==> src/rtl/ff_compare_monitor_pkg.sv <==
// Shared types and default constants for the JK flip-flop compare monitor.
package ff_mon_pkg;

  typedef enum logic [1:0] {
    AGREE   = 2'd0,
    DIVERGE = 2'd1,
    FAULT   = 2'd2
  } state_t;

  localparam int COUNT_W_DEF        = 8;
  localparam int MISMATCH_LIMIT_DEF = 3;

endpackage

==> src/rtl/ff_compare_monitor_if.sv <==
// Bus between the monitor and its environment: sampled flip-flop outputs,
// clear control, and the monitor's counters and status.
interface ff_compare_monitor_if
  import ff_mon_pkg::*;
#(
  parameter int COUNT_W = COUNT_W_DEF
);

  logic               clear;
  logic               q_sync;
  logic               q_async;
  logic [COUNT_W-1:0] toggles_sync;
  logic [COUNT_W-1:0] toggles_async;
  logic               mismatch;
  logic               fault;
  state_t             state;

  modport master (
    output clear, q_sync, q_async,
    input  toggles_sync, toggles_async, mismatch, fault, state
  );

  modport slave (
    input  clear, q_sync, q_async,
    output toggles_sync, toggles_async, mismatch, fault, state
  );

endinterface

==> src/rtl/ff_compare_monitor_toggle_counter.sv <==
// Saturating transition counter for one sampled signal, with its own
// previous-value register and synchronous clear.
module toggle_counter #(
  parameter int COUNT_W = 8
) (
  input  logic               clk,
  input  logic               reset,
  input  logic               i_clear,
  input  logic               i_d,
  output logic [COUNT_W-1:0] o_count
);

  logic               r_prev;
  logic [COUNT_W-1:0] r_count;
  logic               w_edge;

  function automatic logic [COUNT_W-1:0] sat_inc(input logic [COUNT_W-1:0] v);
    return (v == '1) ? v : v + COUNT_W'(1);
  endfunction

  assign w_edge = i_d ^ r_prev;

  // The previous value keeps tracking during clear so the cycle after a
  // clear compares against the true last sample.
  always_ff @(posedge clk or posedge reset) begin
    if (reset) begin
      r_prev  <= 1'b0;
      r_count <= '0;
    end else begin
      r_prev <= i_d;
      if (i_clear)
        r_count <= '0;
      else if (w_edge)
        r_count <= sat_inc(r_count);
    end
  end

  assign o_count = r_count;

endmodule

==> src/rtl/ff_compare_monitor.sv <==
// Compares the outputs of a sync-reset and an async-reset JK flip-flop.
// Build option FF_MON_STICKY_EN: FAULT is held until clear or reset.
module ff_compare_monitor
  import ff_mon_pkg::*;
#(
  parameter int COUNT_W        = COUNT_W_DEF,
  parameter int MISMATCH_LIMIT = MISMATCH_LIMIT_DEF
) (
  input  logic                 clk,
  input  logic                 reset,
  ff_compare_monitor_if.slave  bus
);

  localparam logic [COUNT_W-1:0] LIMIT_C  = COUNT_W'(MISMATCH_LIMIT);
  localparam logic [COUNT_W-1:0] LIMIT_M1 = COUNT_W'(MISMATCH_LIMIT - 1);

  logic               w_diff;
  logic [COUNT_W-1:0] w_cnt_sync;
  logic [COUNT_W-1:0] w_cnt_async;
  logic               r_mismatch;
  logic               r_fault;
  logic [COUNT_W-1:0] r_run;
  state_t             r_state;

  assign w_diff = bus.q_sync ^ bus.q_async;

  toggle_counter #(.COUNT_W(COUNT_W)) u_tc_sync (
    .clk     (clk),
    .reset   (reset),
    .i_clear (bus.clear),
    .i_d     (bus.q_sync),
    .o_count (w_cnt_sync)
  );

  toggle_counter #(.COUNT_W(COUNT_W)) u_tc_async (
    .clk     (clk),
    .reset   (reset),
    .i_clear (bus.clear),
    .i_d     (bus.q_async),
    .o_count (w_cnt_async)
  );

  always_ff @(posedge clk or posedge reset) begin
    if (reset)
      r_mismatch <= 1'b0;
    else
      r_mismatch <= w_diff;
  end

  // Run counter only advances while below LIMIT-1, so it tops out at LIMIT.
  always_ff @(posedge clk or posedge reset) begin
    if (reset) begin
      r_state <= AGREE;
      r_run   <= '0;
      r_fault <= 1'b0;
    end else if (bus.clear) begin
      r_state <= AGREE;
      r_run   <= '0;
      r_fault <= 1'b0;
    end else begin
      case (r_state)
        AGREE: begin
          if (w_diff) begin
            r_run <= COUNT_W'(1);
            if (MISMATCH_LIMIT == 1) begin
              r_state <= FAULT;
              r_fault <= 1'b1;
            end else begin
              r_state <= DIVERGE;
              r_fault <= 1'b0;
            end
          end else begin
            r_run   <= '0;
            r_fault <= 1'b0;
          end
        end
        DIVERGE: begin
          if (!w_diff) begin
            r_state <= AGREE;
            r_run   <= '0;
            r_fault <= 1'b0;
          end else if (r_run >= LIMIT_M1) begin
            r_state <= FAULT;
            r_run   <= LIMIT_C;
            r_fault <= 1'b1;
          end else begin
            r_run   <= r_run + COUNT_W'(1);
            r_fault <= 1'b0;
          end
        end
        FAULT: begin
`ifdef FF_MON_STICKY_EN
          r_state <= FAULT;
          r_fault <= 1'b1;
`else
          if (!w_diff) begin
            r_state <= AGREE;
            r_run   <= '0;
            r_fault <= 1'b0;
          end else begin
            r_fault <= 1'b1;
          end
`endif
        end
        default: begin
          r_state <= AGREE;
          r_run   <= '0;
          r_fault <= 1'b0;
        end
      endcase
    end
  end

  assign bus.toggles_sync  = w_cnt_sync;
  assign bus.toggles_async = w_cnt_async;
  assign bus.mismatch      = r_mismatch;
  assign bus.fault         = r_fault;
  assign bus.state         = r_state;

endmodule
==> src/flat_wrapper.sv <==
// flat-port wrapper written by rule: the top's interface ports become plain ports
module ff_compare_monitor_flat import ff_mon_pkg::*;
#(
  parameter int COUNT_W        = COUNT_W_DEF,
  parameter int MISMATCH_LIMIT = MISMATCH_LIMIT_DEF
)
  (clk, reset, bus_clear, bus_q_sync, bus_q_async, bus_toggles_sync, bus_toggles_async, bus_mismatch, bus_fault, bus_state);
  ff_compare_monitor_if #(.COUNT_W(COUNT_W)) bus_i ();
  input  logic clk;
  input  logic reset;
  input wire logic [$bits(bus_i.clear)-1:0] bus_clear;
  input wire logic [$bits(bus_i.q_sync)-1:0] bus_q_sync;
  input wire logic [$bits(bus_i.q_async)-1:0] bus_q_async;
  output wire logic [$bits(bus_i.toggles_sync)-1:0] bus_toggles_sync;
  output wire logic [$bits(bus_i.toggles_async)-1:0] bus_toggles_async;
  output wire logic [$bits(bus_i.mismatch)-1:0] bus_mismatch;
  output wire logic [$bits(bus_i.fault)-1:0] bus_fault;
  output wire logic [$bits(bus_i.state)-1:0] bus_state;
  assign bus_i.clear = bus_clear;
  assign bus_i.q_sync = bus_q_sync;
  assign bus_i.q_async = bus_q_async;
  assign bus_toggles_sync = bus_i.toggles_sync;
  assign bus_toggles_async = bus_i.toggles_async;
  assign bus_mismatch = bus_i.mismatch;
  assign bus_fault = bus_i.fault;
  assign bus_state = bus_i.state;
  ff_compare_monitor #(.COUNT_W(COUNT_W), .MISMATCH_LIMIT(MISMATCH_LIMIT)) u_core (.clk(clk), .reset(reset), .bus(bus_i));
endmodule
==> config.mk <==
export PLATFORM = sky130hd
export DESIGN_NAME = ff_compare_monitor_flat
export DESIGN_NICKNAME = d
export VERILOG_FILES = /design/src/rtl/ff_compare_monitor_pkg.sv /design/src/rtl/ff_compare_monitor_if.sv /design/src/rtl/ff_compare_monitor_toggle_counter.sv /design/src/rtl/ff_compare_monitor.sv /design/src/flat_wrapper.sv
export SDC_FILE = /design/constraint.sdc
export NUM_CORES = 1
export LEC_CHECK = 0
export ABC_AREA = 0
export CORE_ASPECT_RATIO = 1.2
export CORE_UTILIZATION = 30
export CTS_CLUSTER_DIAMETER = 30
export DETAILED_ROUTE_END_ITERATION = 6
export SETUP_SLACK_MARGIN = 0.1
export SYNTH_ARGS = -nofsm -noshare
export SYNTH_HDL_FRONTEND = slang
export SYNTH_SLANG_ARGS = --single-unit
==> constraint.sdc <==
create_clock -name clk -period 3.1 [get_ports clk]
set_clock_uncertainty 0.05 [all_clocks]
set_input_delay 0.31 -clock clk [delete_from_list [all_inputs] [get_ports clk]]
set_output_delay 0.31 -clock clk [all_outputs]
set_load 0.02 [all_outputs]
* Word-level counts from Yosys, hierarchy flattened
Index checks and enable logic that the tools add are counted.
** Operators by class
- Bitwise operators :: 3
- Order comparisons :: 1
- Multiplexer cells :: 23
- Equal/unequal tests :: 9
- Reduce and logical (&&, ||, !) cells :: 6
- Add/sub/neg operators :: 3
** Operator list (count)
- $mux 8 :: 10
- $add 8x1->8 const B :: 3
- $pmux 8 s3 :: 1
- $eq 8x8->1 const B :: 2
- $mux 2 :: 5
- $ge 8x2->1 const B :: 1
- $pmux 2 s3 :: 1
- $mux 1 :: 5
- $ne 2x2->1 const B :: 2
- $ne 4x4->1 const B :: 1
- $reduce_and 2->1 :: 2
- $reduce_bool 2->1 :: 2
- $ne 3x2->1 const B :: 1
- $ne 3x3->1 const B :: 1
- $reduce_and 3->1 :: 1
- $xor 1x1->1 :: 3
- $eq 2x1->1 const B :: 1
- $eq 2x2->1 const B :: 1
- $logic_not 2->1 :: 1
- $pmux 1 s2 :: 1
** Storage, ports and cells
- Register bits :: 30
- Input bits :: 5
- Logic and storage cells :: 53
- Output and inout bits :: 20

* Longest topological paths before layout
Gate-level depths: netlist (run 1).
- Word-level depth :: 5
- Gate-level depth with buffers :: 6
- Gate-level depth less buffers :: 6

* Modules after synthesis
From an unflattened synthesis (run 1), not the netlist that was laid out.
** Second synthesis, totals
- Cell total of the unflattened synthesis :: 160
- Area, all modules :: 1686.6 um2
** By module, submodules not included
- toggle_counter :: sequential area each 225.2 um2, area each 499.2 um2, cells each 44, times used 2
- ff_compare_monitor :: sequential area each 300.3 um2, area each 688.2 um2, cells each 72, times used 1

* Least setup slack after synthesis (run 1)
Ideal clock, no wire load.
- Path type :: register -> register
- From :: register u_core.r_run[0]
- To :: register u_core.r_state[1], in the netlist u_core.bus.state[1]
- Setup slack :: 1.370 ns
- Required time :: 2.928 ns
- Library setup time :: 0.122 ns
- Data arrival time :: 1.559 ns
- Buffers on the path :: 0
- Stages on the path, launching flop included :: 7
- Path through :: dfrtp_1 > inv_1 > ha_1 > nor4_2 > a31oi_1 > nand2b_4 > a32o_1
** Between the ends
- Longest elaborated chain between the ends :: 3
** RTL lines
- start, declared :: line ff_compare_monitor.sv:22 : logic [COUNT_W-1:0] r_run;
- start signal, assigned :: line ff_compare_monitor.sv:87 : r_run <= r_run + COUNT_W'(1);
- $ge 8x2->1 :: line ff_compare_monitor.sv:82 : end else if (r_run >= LIMIT_M1) begin
- $ne 4x4->1 (no line)
- $reduce_and 3->1 (no line)
- end signal, assigned :: line ff_compare_monitor.sv:79 : r_state <= AGREE;
- end signal, assigned :: line ff_compare_monitor.sv:83 : r_state <= FAULT;
- end signal, assigned :: line ff_compare_monitor.sv:97 : r_state <= AGREE;
- end, declared :: line ff_compare_monitor.sv:23 : state_t r_state;
No other way between the ends.
A chain may end at the register's enable or synchronous reset.

* Worst setup path after layout (run 1)
Ends and elaborated chain as after synthesis.

==> metrics.md, run 1 <==
| Metric | Value |
|---|---|
| Run status | `finished, final reports clean` |
| Number of levels the H-tree was split into | `2` |
| Worst endpoint required time | `3220 ps` |
| Reported max-cap violation count | `0` |
| Most frequent cell after synthesis | `dfrtp_1` |
| CP max stage cell | `nor4_2` |
| Sinks on the clock net | `30` |
| Predominant post-synthesis flop cell | `dfrtp_1` |
| Setup TNS | `0 ps` |
| Height of the die | `just over 80 um` |
| Post-cts hold buffer count | `0` |
| Synth top cells by count | `dfrtp_1 (30), nor2_1 (21), xor2_1 (9)` |
| Number of synthesized flops with an enable pin | `0` |
| Final routed wire length divided by cell count | `roughly 13 um` |
| Maximum number of pins on one net before global-route repair | `31` |
| Longest Clk Path Bufs | `2` |
| Number of distinct library cell variants in the gate-level netlist after synthesis | `39` |
| Fin. Hold Viols | `0` |
| Width of the chip | `67.99 um` |
| Number of input and output port buffers inserted | `24` |
| Final max-slew violation count | `0` |
| Number of CTS-inserted buffers | `5` |
| Remaining routing DRC violations | `0` |
| Overall global routing resource usage | `0.1374` |
| Critical path arrival | `between 2000 and 2500 ps` |
| Count of boundary I/O pins | `25` |
| Initial core utilization | `0.3151` |
| Maximum net fanout on the critical path | `7` |
| CP peak stage delay | `410 ps` |
| Synthesis Warnings | `0` |
| First-pass GRT wire length | `between 5000 and 6000 um` |
| Ranking of synthesized cells by area | `dfrtp_1 (48%), ha_1 (6.4%), nor2_1 (5.0%)` |
| Via Count | `1,215` |
| DR iter-0 viols | `roughly 100` |
| Core outline area | `4975 sq um` |
| Startpoint class of the critical path | `flop` |
| Finish-stage setup viols | `0` |
| CP Cell Sequence | `inv_1 > ha_1 > nor4_2 > a31oi_1 > nand2b_4 > a32o_1` |
| Post-CTS Setup Bufs | `0` |
| Measured slew at the worst slew-check pin | `450.5 ps` |
| Internal power consumption | `740.3 uW` |
| Worst min-delay path category | `in -> async` |
| Final GP Congestion | `between 0.7 and 0.8` |
| Worst setup path class | `reg -> reg` |
| Insertion delay to the later sink of the worst-skew pair | `280 ps` |
| Synth area leader | `dfrtp_1` |
| Overall power consumption | `1034 uW` |
| Wirelength, routed | `3173 um` |
| Nets | `195` |
| Part of the cycle the worst path needs | `0.6076` |
| Share of synthesized area occupied by flip-flops and latches | `0.4789` |
| Die ar. | `5520 sq um` |
| Syn Area/Cell | `10.38 sq um` |
| Count of TritonRoute iterations in the first routing pass | `4` |
| Post-Syn Area | `1568 sq um` |
| Total of cells resized after clock tree synthesis | `0` |
| Row count | `28` |
| Worst IR Drop VDD | `between 0.0001 and 0.00015 V` |
| Antenna Diode Count | `0` |
| Combinational Power Share | `0.217` |
| Number of storage elements in the synthesis netlist | `30` |
| Post-route minimum period | `1884 ps` |
| Antenna violations before repair | `0` |
| Buffer cell driving the clock tree root | `clkbuf_8` |
| Unrepaired setup endpoints after global routing | `no` |
| Sum of net half-perimeters after detailed placement | `between 2000 and 2500 um` |
| Area added between synthesis and finish | `27.61%` |
| Flop pwr share | `0.427` |
| Area share of the largest cell type after synthesis | `0.4789` |
| Switching pwr | `slightly below 300 uW` |
| Cell count after synthesis | `151` |
| Relative max-transition margin | `0.6987` |
| Final ANT Viol Nets | `0` |
| Clk slew on worst S/H paths | `60 ps` |
| Max frequency | `approximately 530 MHz` |
| Share of total power consumed by net switching | `0.2842` |
| Vias per std cell | `5.000` |
| Async set-or-reset flop fraction in the synthesized netlist | `1.000` |
| Leakage power | `slightly below 0.0009 uW` |
| PwrDens | `around 520 nW/um^2` |
| Clock tree from TritonCTS | `done` |
| Number of global-route vias before repair | `1,128` |
| Clock share of power | `0.356` |
| Mapped Nets | `about 160` |
| Share of cells above drive strength 1 | `0.1038` |
| Grt ovf | `0` |
| Kind of end point of the critical path | `flop` |
## sequential cells by signal, summed over array words and instances, names as in the netlist
register and flops:
u_core.u_tc_async.o_count 8, u_core.bus.state 2, u_core.bus.mismatch 1, u_core.u_tc_sync.r_prev 1
u_core.r_run 8, u_core.bus.fault 1, u_core.u_tc_sync.o_count 8, u_core.u_tc_async.r_prev 1
## cell families after synthesis
family	Yosys count	share of synthesized area
AOI/OAI and AO/OA	30	0.1349
xor gates and xnor gates	13	0.07742
adders and majority gates	8	0.06385
buffers and inverters	10	0.02395
DFF	30	0.4789
muxes	5	0.03352
and+or+nand+nor	55	0.1875
## layout by cell type (no fill, tap or decap), drive strengths merged, types with 4 or more instances in the layout
| cell type | count |
|---|---|
| a21oi | 8 |
| and3 | 5 |
| clkbuf | 8 |
| clkdlybuf4s50 | 24 |
| dfrtp | 30 |
| ha | 8 |
| inv | 8 |
| nand2 | 6 |
| nand3 | 6 |
| nor2 | 21 |
| nor2b | 4 |
| o211ai | 5 |
| xor2 | 10 |
## area by class of cell
type,instances,area (sq um)
well taps,60,75.07
inverters,8,30.03
multi-input cells,111,779.5
flip-flops and latches,30,750.7
clock buffers,8,110.1
fillers,514,2974
repair buffers,26,255.2
## power by group through the flow
stage / logic, uW / registers [uW] / clock network (uW)
3_5_place_dp: 227 / 449 / 0
6_report: 225 / 442 / 368
2_1_floorplan: 127 / 465 / 0
4_1_cts: 228 / 442 / 382
5_1_grt: 253 / 445 / 397
3_3_place_gp: 227 / 448 / 0
## per-layer routing
metal  vias up  wire (um)  share of wire  GRT usage
met3         7        115          0.036    0.03792
met1       591       1492           0.47     0.1697
met2        24       1475           0.46     0.2039
met4         0         88          0.028    0.09375
met5         -          0              0          0
li1        593          -              -          -
## critical path: cells and delay by family, from the launching register on
kind	cells	cell delay [ps]
simple gates	2	610
flops	1	390
compound gates	2	450
buf+inv	1	80
fa+ha+maj	1	200
## worst paths after layout
kind	start	end	cells after the start	slack (ps)
max in group asynchronous	reset	u_core.r_run[3]	3	2370
max	u_core.r_run[0]	u_core.bus.state[1]	6	1220
max reg2reg	u_core.r_run[0]	u_core.bus.state[1]	6	1220
min	reset	u_core.u_tc_sync.o_count[4]	3	350
min reg2reg	u_core.r_run[7]	u_core.r_run[7]	2	480
min in group clk	u_core.r_run[7]	u_core.r_run[7]	2	480
## through the flow
| step | std cells | hold WS, ps | util | worst slack (ps) | instance area, sq um |
|---|---|---|---|---|---|
| after floorplan | 151 | 291.4 | - | 1370 | 1568 |
| after global routing | 243 | 407.8 | 0.4022 | 1077 | 2001 |
| final | 243 | 349.2 | 0.4022 | 1216 | 2001 |
| after detailed placement | 235 | 468.7 | 0.3800 | 923.5 | 1891 |
| after CTS | 243 | 361.8 | 0.4022 | 1199 | 2001 |
| after global placement | 235 | 466.6 | 0.3800 | 909.1 | 1891 |
Power figures use the tool's default switching activity.
==> inputs of run 2 (changes only) <==
- clock period: 3.1 -> 1.66 ns (I/O delays scaled with it)
==> metrics.md, run 2 (synthesis gave the netlist of run 1 again) <==
| Metric | Value |
|---|---|
| Run status | `finished, final reports clean` |
| CP Capture Point | `u_core.bus.state[1]` |
| Antenna Diode Count | `0` |
| Relative max-transition margin | `0.7488` |
| Part of the cycle the worst path needs | `0.9248` |
| Final ANT Viol Nets | `0` |
| Number of standard cells in the final layout excluding fillers | `264` |
| DR iter-0 viols | `33` |
| Overall global routing resource usage | `0.1367` |
| Most frequent standard cell in the layout excluding fill and tap cells | `dfrtp_1` |
| Via Count | `1,296` |
| Min setup slack post-route | `~120 ps` |
| Worst min-delay path category | `in -> reg` |
| Insertion delay to the later sink of the worst-skew pair | `280 ps` |
| Reported max-cap violation count | `0` |
| Detailed-route wire length on metal 1 | `1493 um` |
| Kind of end point of the critical path | `flop` |
| Source of the worst register-to-register timing path | `u_core.r_run[1]` |
| Fin. Hold Viols | `0` |
| Count of fill cells added during filler insertion | `486` |
| Delay-heaviest family, CP | `flip-flops` |
| Sinks on the clock net | `30` |
| Maximum number of pins on one net before global-route repair | `31` |
| Row count | `28` |
| Sum of net half-perimeters after detailed placement | `2315 um` |
| Unrepaired setup endpoints after global routing | `yes` |
| Wirelength, routed | `roughly 3300 um` |
| Post-route minimum period | `1535 ps` |
| Placed Cells incl. Taps | `252` |
| Critical path arrival | `1660 ps` |
| Count of TritonRoute iterations in the first routing pass | `4` |
| Area occupied by registers | `approximately 760 sq um` |
| Number of input and output port buffers inserted | `24` |
| Flop2flop setup slack | `120 ps` |
| Maximum net fanout on the critical path | `4` |
| Height of the die | `81.19 um` |
| Worst setup path class | `reg -> reg` |
| Vias per std cell | `4.909` |
| CP peak stage delay | `450 ps` |
| Post-detailed-placement cell area | `2046 sq um` |
| Final max-slew violation count | `0` |
| Top metal layer carrying routed signals | `met4` |
| Detail Route met3 WL | `roughly 130 um` |
| Clk slew on worst S/H paths | `around 70 ps` |
| Antenna violations before repair | `0` |
| CP max stage cell | `dfrtp_2` |
| Worst slack, placed | `-141.7 ps` |
| Finish-stage setup viols | `0` |
| Startpoint class of the critical path | `flop` |
| Combined area of the multi-input logic cells | `873.3 sq um` |
| Final routed wire length divided by cell count | `12.35 um` |
| Area added between synthesis and finish | `44.29%` |
| Initial core utilization | `0.3151` |
| Width of the chip | `67.99 um` |
| Setup TNS | `0 ps` |
| Most frequent cells in the layout | `dfrtp_1 (23), buf_4 (22), nor2_1 (20)` |
| Clock tree from TritonCTS | `done` |
| Count of boundary I/O pins | `25` |
| Number of global-route vias before repair | `1,293` |
| Longest Clk Path Bufs | `2` |
| CP Launch Point | `u_core.r_run[1]` |
| Total met2 wirelength after detailed routing | `approximately 1600 um` |
| Reg-to-reg endpoint | `u_core.bus.state[1]` |
| Buffer cell driving the clock tree root | `clkbuf_8` |
| Max frequency | `651.4 MHz` |
| CP Depth | `5` |
| Final GP Congestion | `between 0.8 and 0.9` |
| Number of levels the H-tree was split into | `2` |
| Post-cts hold buffer count | `0` |
| First-pass GRT wire length | `between 5000 and 6000 um` |
| CP Cell Sequence | `ha_4 > nor4_4 > a31oi_2 > nand2b_4 > a32o_1` |
| Share of the core filled with cells in the final layout | `0.4547` |
| Worst endpoint required time | `1780 ps` |
| Depth of the most critical reg-to-reg path | `5` |
| Number of CTS-inserted buffers | `5` |
| Worst IR Drop VDD | `0.0005493 V` |
| Grt ovf | `0` |
| Leakage power | `0.001154 uW` |
| Measured slew at the worst slew-check pin | `around 380 ps` |
| PwrDens | `867.8 nW/um^2` |
| Die ar. | `5520 sq um` |
| Share of cells above drive strength 1 | `0.2892` |
| Core outline area | `4975 sq um` |
| Crit path buf inv count | `0` |
| Remaining routing DRC violations | `0` |
| Nets | `216` |
| Post-route standard cell area excluding fillers | `2262 sq um` |
==> run 2: per-layer routing <==
layer,vias up,GRT usage
met3,9,0.04213
met4,0,0.05417
met5,-,0
li1,640,-
met2,23,0.2176
met1,624,0.1694
==> run 2: report_power, final <==
group / switching [uW] / internal [uW] / leakage [uW]
Clock: 289 / 333 / 0.0000472
Sequential: 46.2 / 779 / 0.000397
Combinational: 260 / 256 / 0.000711
Total: 595 / 1370 / 0.00115
==> run 2: final cells by class <==
| class | count | share of cell area |
|---|---|---|
| multi-input cells | 111 | 0.3861 |
| flip-flops and latches | 30 | 0.3357 |
| repair buffers | 47 | 0.1897 |
| clock buffers | 6 | 0.03650 |
| well taps | 60 | 0.03319 |
| inverters | 8 | 0.01327 |
| clock inverters | 2 | 0.005531 |
==> run 2: what timing repair did <==
action                     in CTS  in global routing
resized for setup               9                 22
buffers inserted                1                  3
setup endpoints to repair      12                 26
pin swaps                       1                  5
cloned                          0                  0
==> run 2: worst min-delay path by stage <==
stage | startpoint | to | slack [ps] | cells after the start
global placement | u_core.r_run[7] | u_core.r_run[7] | 470 | 2
finish | bus_q_async | u_core.u_tc_async.r_prev | 90 | 1
CTS | reset | u_core.u_tc_sync.o_count[2] | 220 | 3
floorplan | bus_q_async | u_core.u_tc_async.r_prev | 150 | 0
detailed placement | u_core.r_run[7] | u_core.r_run[7] | 480 | 2
global route | bus_q_async | u_core.u_tc_async.r_prev | 80 | 1
==> run 2: stage by stage <==
step / hold WS (ps) / power, uW
5_1_grt: 80.91 / 2081
3_3_place_gp: 472.8 / 1302
4_1_cts: 219.6 / 1944
3_5_place_dp: 479.6 / 1310
6_report: 88.49 / 1963
2_1_floorplan: 147.4 / 1117
==> variant (flow settings as in run 2) <==
Set the package constant `COUNT_W_DEF` to 6 (it was 8).
--- a/src/rtl/ff_compare_monitor_pkg.sv
+++ b/src/rtl/ff_compare_monitor_pkg.sv
@@ -8,5 +8,5 @@
   } state_t;
 
-  localparam int COUNT_W_DEF        = 8;
+  localparam int COUNT_W_DEF        = 6;
   localparam int MISMATCH_LIMIT_DEF = 3;
 
Interface: changed (resized bus_toggles_async and bus_toggles_sync); port bits go from 25 to 21. No check against the original RTL was run, so the function may have changed too.
==> variant against run 2 <==
  * The flow now finishes with violations (negative setup slack)
  * Wire length down 14%
  * Sequential cell count decreased by 6
  * Synthesized area decreased by 19%
  * Worst setup slack got worse by 0.44 ns
  * Via count is 18% lower
  * Sequential share of layout area is 0.58 points lower
  * Non-clock buffer count decreased by 7
  * Total power shrank 17%
  * Design area decreased by 20%
  * Critical endpoint is now u_core.bus.state[0]
==> variant: results (changes against run 2) <==
metric	value	unit	change
synth_nets	135		-18%
grt_pass1_vias	1017		-21%
clk_latency	0.26	ns	-0.02 ns
pg_seq	0.655	mW	-21%
pwr-share-comb	0.291		+0.028
place_ws	-0.316	ns	-0.175 ns
nets	177		-18%
ys_seq_area_frac	0.472		-0.00734
drt-total-wl	2.80	mm	-14%
status	finished with violations		
instances_no_fill	217		-18%
dpl.cell_count	212		-16%
portBuffers	20		-17%
synthCells	122		-19%
tightest_slew	0.384	ns	+0.00696 ns
grt_start_max_net_pins	25		-19%
cp.arrival	2.07	ns	+0.41 ns
synth.top_cells.by_count	dfrtp_1 (24), nor2_1 (13), ha_1 (8)		
setup_ws	-0.315	ns	-0.440 ns
drive_gt1_frac	0.227		-0.0622
p_leak	0.986	nW	-15%
final.setup.tns	-1.19	ns	-1.19 ns
place_hpwl	1.98	mm	-15%
violations	negative setup slack		
vias	1066		-18%
setup_viol_count_final	7		+7
place_congestion	0.810		+0.91%
[variant: changes by cell type after synthesis, sizes merged, moves of 3 or more]
cell	change
a21oi	-4
dfrtp	-6
nand3	-4
nor2	-8
o211ai	-3
o21bai	+3
xor2	-6
[variant: final cells by class]
class / instances / area [um2]
Clock buffer: 3 / 41.3
Clock inverter: 1 / 30.0
Fill cell: 410 / 2180
Inverter: 6 / 22.5
Multi-Input combinational cell: 89 / 681
Sequential cell: 24 / 601
Tap cell: 54 / 67.6
Timing Repair Buffer: 40 / 378
[variant: repair_timing]
item                                    CTS  global route
endpoints found under the setup margin    9            16
setup buffers                             1             0
pin swaps                                 7             1
resized for setup                        11            12
[variant: layer usage]
layer / global-route usage / vias up / part of all wire
met4: 0.0420 / 0 / 0.0043
li1: - / 515 / -
met5: 0 / - / 0
met1: 0.162 / 526 / 0.47
met2: 0.223 / 23 / 0.49
met3: 0.0229 / 2 / 0.035
[variant: cells by family after synthesis]
kind of cell | Yosys count | synth area share
and+or+nand+nor | 48 | 0.215
DFF | 24 | 0.472
AOI/OAI and AO/OA | 21 | 0.120
buffers and inverters | 9 | 0.0265
adders and majority gates | 8 | 0.0786
xor gates and xnor gates | 7 | 0.0481
muxes | 5 | 0.0403
[variant: how the worst min path moves through the flow]
stage / start / slack (ns) / cells past startpoint / endpoint
floorplan: reset / 0.13 / 1 / u_core.bus.fault
global placement: u_core.r_run[5] / 0.47 / 1 / u_core.r_run[5]
detailed placement: u_core.r_run[5] / 0.46 / 1 / u_core.r_run[5]
CTS: reset / 0.20 / 3 / u_core.r_run[0]
global route: reset / 0.21 / 3 / u_core.r_run[0]
finish: reset / 0.19 / 3 / u_core.u_tc_async.o_count[0]
[variant: worst min-delay path, stage by stage]
cell and delay [ns]:
clkdlybuf4s50_1 0.39, inv_1 0.05, buf_4 0.30
